<file path="src/rtl/pb_click_decoder.sv">
// Groups release pulses that fall within a timing window into one click event
// (single, double, ... MAX_CLICKS) and hands the count downstream over valid/ready.
module pb_click_decoder #(
  parameter int WINDOW_CYC = 25000000,
  parameter int MAX_CLICKS = 3,
  parameter int CNT_W      = 2
) (
  input  logic             clk,
  input  logic             rst_n,
  input  logic             released,
  input  logic             click_rdy,
  output logic             click_vld,
  output logic [CNT_W-1:0] click_num,
  output logic             busy,
  output logic             drop
);

  localparam int TW = $clog2(WINDOW_CYC);
  localparam logic [TW-1:0]    TIMER_LAST = TW'(WINDOW_CYC - 1);
  localparam logic [CNT_W-1:0] MAX_C      = CNT_W'(MAX_CLICKS);
  localparam logic [CNT_W-1:0] ONE_C      = CNT_W'(1);

  typedef enum logic [1:0] {
    IDLE   = 2'd0,
    COUNT  = 2'd1,
    REPORT = 2'd2
  } state_t;

  state_t           state_q, state_d;
  logic [CNT_W-1:0] cnt_q, cnt_d;
  logic [CNT_W-1:0] num_q, num_d;
  logic [TW-1:0]    timer_q, timer_d;
  logic             vld_q, vld_d;
  logic             busy_q, busy_d;
  logic             drop_q, drop_d;
  logic [CNT_W-1:0] cnt_inc;

  assign cnt_inc = cnt_q + ONE_C;

  always_comb begin
    state_d = state_q;
    cnt_d   = cnt_q;
    timer_d = timer_q;
    num_d   = num_q;
    vld_d   = vld_q;
    drop_d  = 1'b0;

    case (state_q)
      IDLE: begin
        if (released) begin
          cnt_d   = ONE_C;
          timer_d = '0;
          if (MAX_C == ONE_C) begin
            state_d = REPORT;
            num_d   = ONE_C;
            vld_d   = 1'b1;
          end else begin
            state_d = COUNT;
          end
        end
      end

      // A release in the expiry cycle still belongs to the group and restarts the window.
      COUNT: begin
        if (released) begin
          cnt_d   = cnt_inc;
          timer_d = '0;
          if (cnt_inc == MAX_C) begin
            state_d = REPORT;
            num_d   = MAX_C;
            vld_d   = 1'b1;
          end
        end else if (timer_q == TIMER_LAST) begin
          state_d = REPORT;
          num_d   = cnt_q;
          vld_d   = 1'b1;
        end else begin
          timer_d = timer_q + 1'b1;
        end
      end

      REPORT: begin
        drop_d = released;
        if (click_rdy) begin
          state_d = IDLE;
          vld_d   = 1'b0;
          cnt_d   = '0;
          timer_d = '0;
        end
      end

      default: begin
        state_d = IDLE;
        vld_d   = 1'b0;
        cnt_d   = '0;
        timer_d = '0;
      end
    endcase

    busy_d = (state_d != IDLE);
  end

  always_ff @(posedge clk or negedge rst_n) begin
    if (!rst_n) begin
      state_q <= IDLE;
      cnt_q   <= '0;
      timer_q <= '0;
      num_q   <= '0;
      vld_q   <= 1'b0;
      busy_q  <= 1'b0;
      drop_q  <= 1'b0;
    end else begin
      state_q <= state_d;
      cnt_q   <= cnt_d;
      timer_q <= timer_d;
      num_q   <= num_d;
      vld_q   <= vld_d;
      busy_q  <= busy_d;
      drop_q  <= drop_d;
    end
  end

  assign click_vld = vld_q;
  assign click_num = num_q;
  assign busy      = busy_q;
  assign drop      = drop_q;

endmodule

</file>
<file path="config.mk">
export PLATFORM = sky130hd
export DESIGN_NAME = pb_click_decoder
export DESIGN_NICKNAME = d
export VERILOG_FILES = /design/src/rtl/pb_click_decoder.sv
export SDC_FILE = /design/constraint.sdc
export NUM_CORES = 1
export LEC_CHECK = 0
export ABC_AREA = 1
export BUFFER_PORTS_ARGS = -buffer_cell sky130_fd_sc_hd__buf_2
export CORE_MARGIN = 2
export CORE_UTILIZATION = 35
export CTS_CLUSTER_DIAMETER = 80
export DETAILED_ROUTE_END_ITERATION = 12
export GPL_TIMING_DRIVEN = 0
export SYNTH_ARGS = -nofsm -noshare
export SYNTH_HDL_FRONTEND = slang
export SYNTH_SLANG_ARGS = --single-unit
</file>
<file path="constraint.sdc">
create_clock -name clk -period 3.5 [get_ports clk]
set_input_delay 1.05 -clock clk [delete_from_list [all_inputs] [get_ports clk]]
set_output_delay 1.05 -clock clk [all_outputs]
set_load 0.01 [all_outputs]
</file>
# --- Word level (Yosys, flattened, before mapping) ---
# Index checks and enable logic that the tools add are counted.
# W data, S select, Z words.
classes:
  n_reduce_logical: 7
  add_sub_neg: 2
  muxes: 24
  bitwise: 1
  n_eq_ne: 11
ops:
  columns: ["operator", "n"]
  rows:
  - ["$mux W25", 4]
  - ["$pmux W25 S3", 1]
  - ["$add A25 B1 Y25 const B", 1]
  - ["$eq A25 B25 Y1 const B", 1]
  - ["$mux W2", 11]
  - ["$pmux W2 S3", 2]
  - ["$ne A3 B3 Y1 const B", 3]
  - ["$reduce_and A3 Y1", 3]
  - ["$ne A2 B2 Y1 const B", 3]
  - ["$mux W1", 5]
  - ["$eq A2 B2 Y1 const B", 2]
  - ["$reduce_and A4 Y1", 1]
  - ["$reduce_bool A2 Y1", 2]
  - ["$pmux W1 S3", 1]
  - ["$add A2 B1 Y2 const B", 1]
  - ["$eq A2 B1 Y1 const B", 1]
  - ["$logic_not A2 Y1", 1]
  - ["$ne A2 B1 Y1 const B", 1]
  - ["$not A1 Y1", 1]
totals:
  register_bits: 34
  elab_cells: 52
  output_inout_bits: 5
  input_bits: 4

# --- Longest topological paths before layout ---
logic_depth:
  word_depth: 6
  mapped_depth: 12
  mapped_depth_nobuf: 11

# --- Least setup slack after synthesis ---
# Ideal clock, no wire load.
synth_timing:
  kind: "input -> register"
  startpoint: "input released"
  endpoint: "register timer_q[16]"
  arrival_time_ps: 1975
  setup_ps: 118
  t_required_ps: 3382
  cell_stages: 11
  n_path_buf: 2
  slack_ps: 1407
  path_cell_list: "buf_4 -> inv_1 -> nand2_1 -> nand2_1 -> inv_2 -> o21ai_2 -> nand2_4 -> clkinv_4 -> buf_8 -> nand2_1 -> o21ai_2"
synth_between:
  elab_chain_cells: 2
  elab_cells_between_ends: 5
  cone_classes: "2 x eq/ne; 2 x mux; 1 x reduce/logical"
synth_rtl:
  columns: ["item", "line", "text"]
  rows:
  - ["start, declared", "10", "input logic released,"]
  - ["$ne A3 B3 Y1 (no line), or another cell as far along", null, null]
  - ["$reduce_and A3 Y1 (no line) / $pmux W25 S3 (equally long branches)", null, null]
  - ["end signal, assigned", "115", "timer_q <= timer_d;"]
  - ["end, declared", "32", "logic [TW-1:0] timer_q, timer_d;"]
# Several ways; a longest one is shown, not always the timed one.
# A chain may end at the register's enable or synchronous reset.

# --- Final worst setup path ---
layout_timing:
  startpoint: "input released"
  endpoint: "register timer_q[9]"
# The elaborated chain is that of the path after synthesis.

==> out/results.ini <==
[run_status]
outcome=finished, final reports clean

[power]
ir_drop_uv=290
power_density_mw_per_mm2=518
power_leakage_nw=1.09

[place]
dp.cells=411
pre_cts_ws_ns=1.15
gp_congestion=0.931
io_buffers=7
post-dp-hpwl_mm=4.22

[global_route]
grt_pass1_wl_mm=10.1
grt_overflow=0
gr-usage-all-layers_pct=17.9
antenna_found_initial=0
grt_pass1_vias=2073
grt_max_degree=35

[flow_run]
drv_cap=0

[timing]
fin_ws_ns=1.46
finClkSkew_ns=0.0121
min_period_ns=2.04
rsz0062_at_grt=no
max-slew-margin-rel_pct=48.0
worstMarginPinSlew_ns=0.780
slew_viol_final=0
finalCritPeriodShare_pct=58.3
fmax_mhz=490
hold_violations=0
setup_viol_count_final=0
tns_ns=0

[clock_network]
hold_buffers=0
clk_pin_slew_ns=0.07
cts_root_buffer=clkbuf_8
cts_resized=0
cts_buffers=5
cts_max_level=2
cts_setup_buffers=0
clkLatencyLatePin_ns=0.29
cts_tree=yes
max-clock-path-buffers=2
cts.sinks=34

[logic_synthesis]
synth.cell_area_mm2=0.00219
synth.net_count=335
synth-seq-cells=34
ys_types=27
yosysWarnings=0
yosysSeqAreaShare_pct=38.9
syn_area_per_cell_um2=6.64
async_flop_share_pct=100
postSynthCellCount=329
synth_edf_count=0
synth_flop_cell=dfrtp_1

[cells_and_area]
drive_above_1_share_pct=9.59
final_nets=349
stdcell_count=419
antennaDiodeCount=0
syn2layout_area_growth_pct=12.4

[floorplanning]
coreArea_mm2=0.00599
start_util_pct=36.5
die_w_um=83.0
die_area_mm2=0.00689
ios=9
die_h_um=83.0
fp-row-count=28

[critical_path]
cp-end-kind=register
critical_path_class=in -> reg
reg2regPathDepth=12
critPathRequiredTime_ns=3.73
cp-start-kind=input pin
crit_path_max_fanout=10
cp.arrival_ns=2.27

[routing]
vias_per_cell=5.01
postRouteAntennaNets=0
firstDrtPassIters=4
wl_mm=5.75
drc=0
drt_iter0_drc=169
vias=2099
wire_per_inst_um=13.7

[worst_hold_path]
holdCritPathClass=reg -> reg
hold_depth=2

flip-flops by register name (all words and copies together) (netlist names):
register / count
drop: 1
state_q: 2
timer_q: 25
cnt_q: 2
click_vld: 1
busy: 1
click_num: 2
worst paths after layout:
| kind | endpoint | slack [ns] | startpoint |
|---|---|---|---|
| min reg2reg | click_vld | 0.47 | click_vld |
| max reg2reg | timer_q[9] | 1.49 | timer_q[0] |
| max | timer_q[9] | 1.46 | released |
| min in group asynchronous | timer_q[15] | 0.83 | rst_n |
| max in group asynchronous | timer_q[17] | 2.16 | rst_n |
| min | click_vld | 0.47 | click_vld |
layer usage:
metal / up-vias / global-route usage, % / wire (µm)
met5: - / 0 / 0
met4: 0 / 3.58 / 31
met3: 4 / 2.98 / 265
met2: 49 / 29.2 / 2630
met1: 973 / 25.2 / 2830
li1: 1073 / - / -
placed cells by master (no fill, tap or decap):
cell type	count
clkbuf_8	6
bufinv_16	2
buf_4	1
nand2_2	1
ha_1	2
clkbuf_1	4
dfrtp_1	34
nand3_2	1
buf_6	2
nand3_1	24
nor2_1	56
or2_2	1
o21ai_2	4
a21oi_1	1
o21ai_1	6
nor2_2	1
o31ai_1	1
clkinv_4	1
o21ai_0	11
nand4_1	17
xor2_1	3
nand2_4	1
inv_2	4
nor3_1	2
buf_2	7
xnor2_1	2
inv_1	24
o21bai_1	2
buf_8	1
nand2_1	122
layout make-up:
cell class	instances	area [µm²]
buffer	8	60.1
clock buffer	6	82.6
clock inverter	2	60.1
fill	636	3530
inverter	29	114
multi-input combinational	258	1160
sequential	34	851
tap	75	93.8
timing repair buffer	7	35.0
cell usage after synthesis, types with 2 or more instances:
cell / instances / share of area [%]
o21ai_0: 11 / 2.5
xor2_1: 3 / 1.2
o21bai_1: 2 / 0.69
nand4_1: 17 / 4.9
xnor2_1: 2 / 0.80
nand2_1: 122 / 21
dfrtp_1: 34 / 39
nor3_1: 2 / 0.46
clkbuf_1: 4 / 0.69
ha_1: 2 / 1.1
nand3_1: 24 / 5.5
o21ai_2: 4 / 1.6
inv_2: 4 / 0.69
o21ai_1: 6 / 1.4
buf_6: 2 / 1.0
inv_1: 24 / 4.1
nor2_1: 56 / 9.6
stage by stage:
stage / hold slack (ns) / power, mW / utilization (%) / area (µm²)
finish: 0.472 / 1.27 / 41.0 / 2460
detailed placement: 0.459 / 0.824 / 38.6 / 2310
global route: 0.518 / 1.36 / 41.0 / 2460
global placement: 0.458 / 0.820 / 38.6 / 2310
CTS: 0.478 / 1.29 / 41.0 / 2460
floorplan: 0.475 / 0.709 / - / 2190
cell families after synthesis:
logic type	Yosys count	share of synthesized area (%)
simple gates	226	43.2
flops	34	38.9
fa+ha+maj	2	1.14
buf+inv	37	7.96
xor+xnor	5	2.00
compound gates	25	6.75
report_power, final:
group	total [mW]	switching [mW]	internal (mW)
logic	0.334	0.237	0.0972
registers	0.479	0.0370	0.442
clock network	0.460	0.156	0.304
total	1.27	0.430	0.844
worst max-delay path: stages:
cell      delay, ns
buf_4          0.15
inv_1          0.17
nand2_1        0.08
nand2_1        0.08
inv_2          0.04
o21ai_2        0.11
nand2_4        0.17
clkinv_4       0.11
buf_6          0.15
nand2_1        0.06
nand2_1        0.07
(Power assumes the default switching activity.)
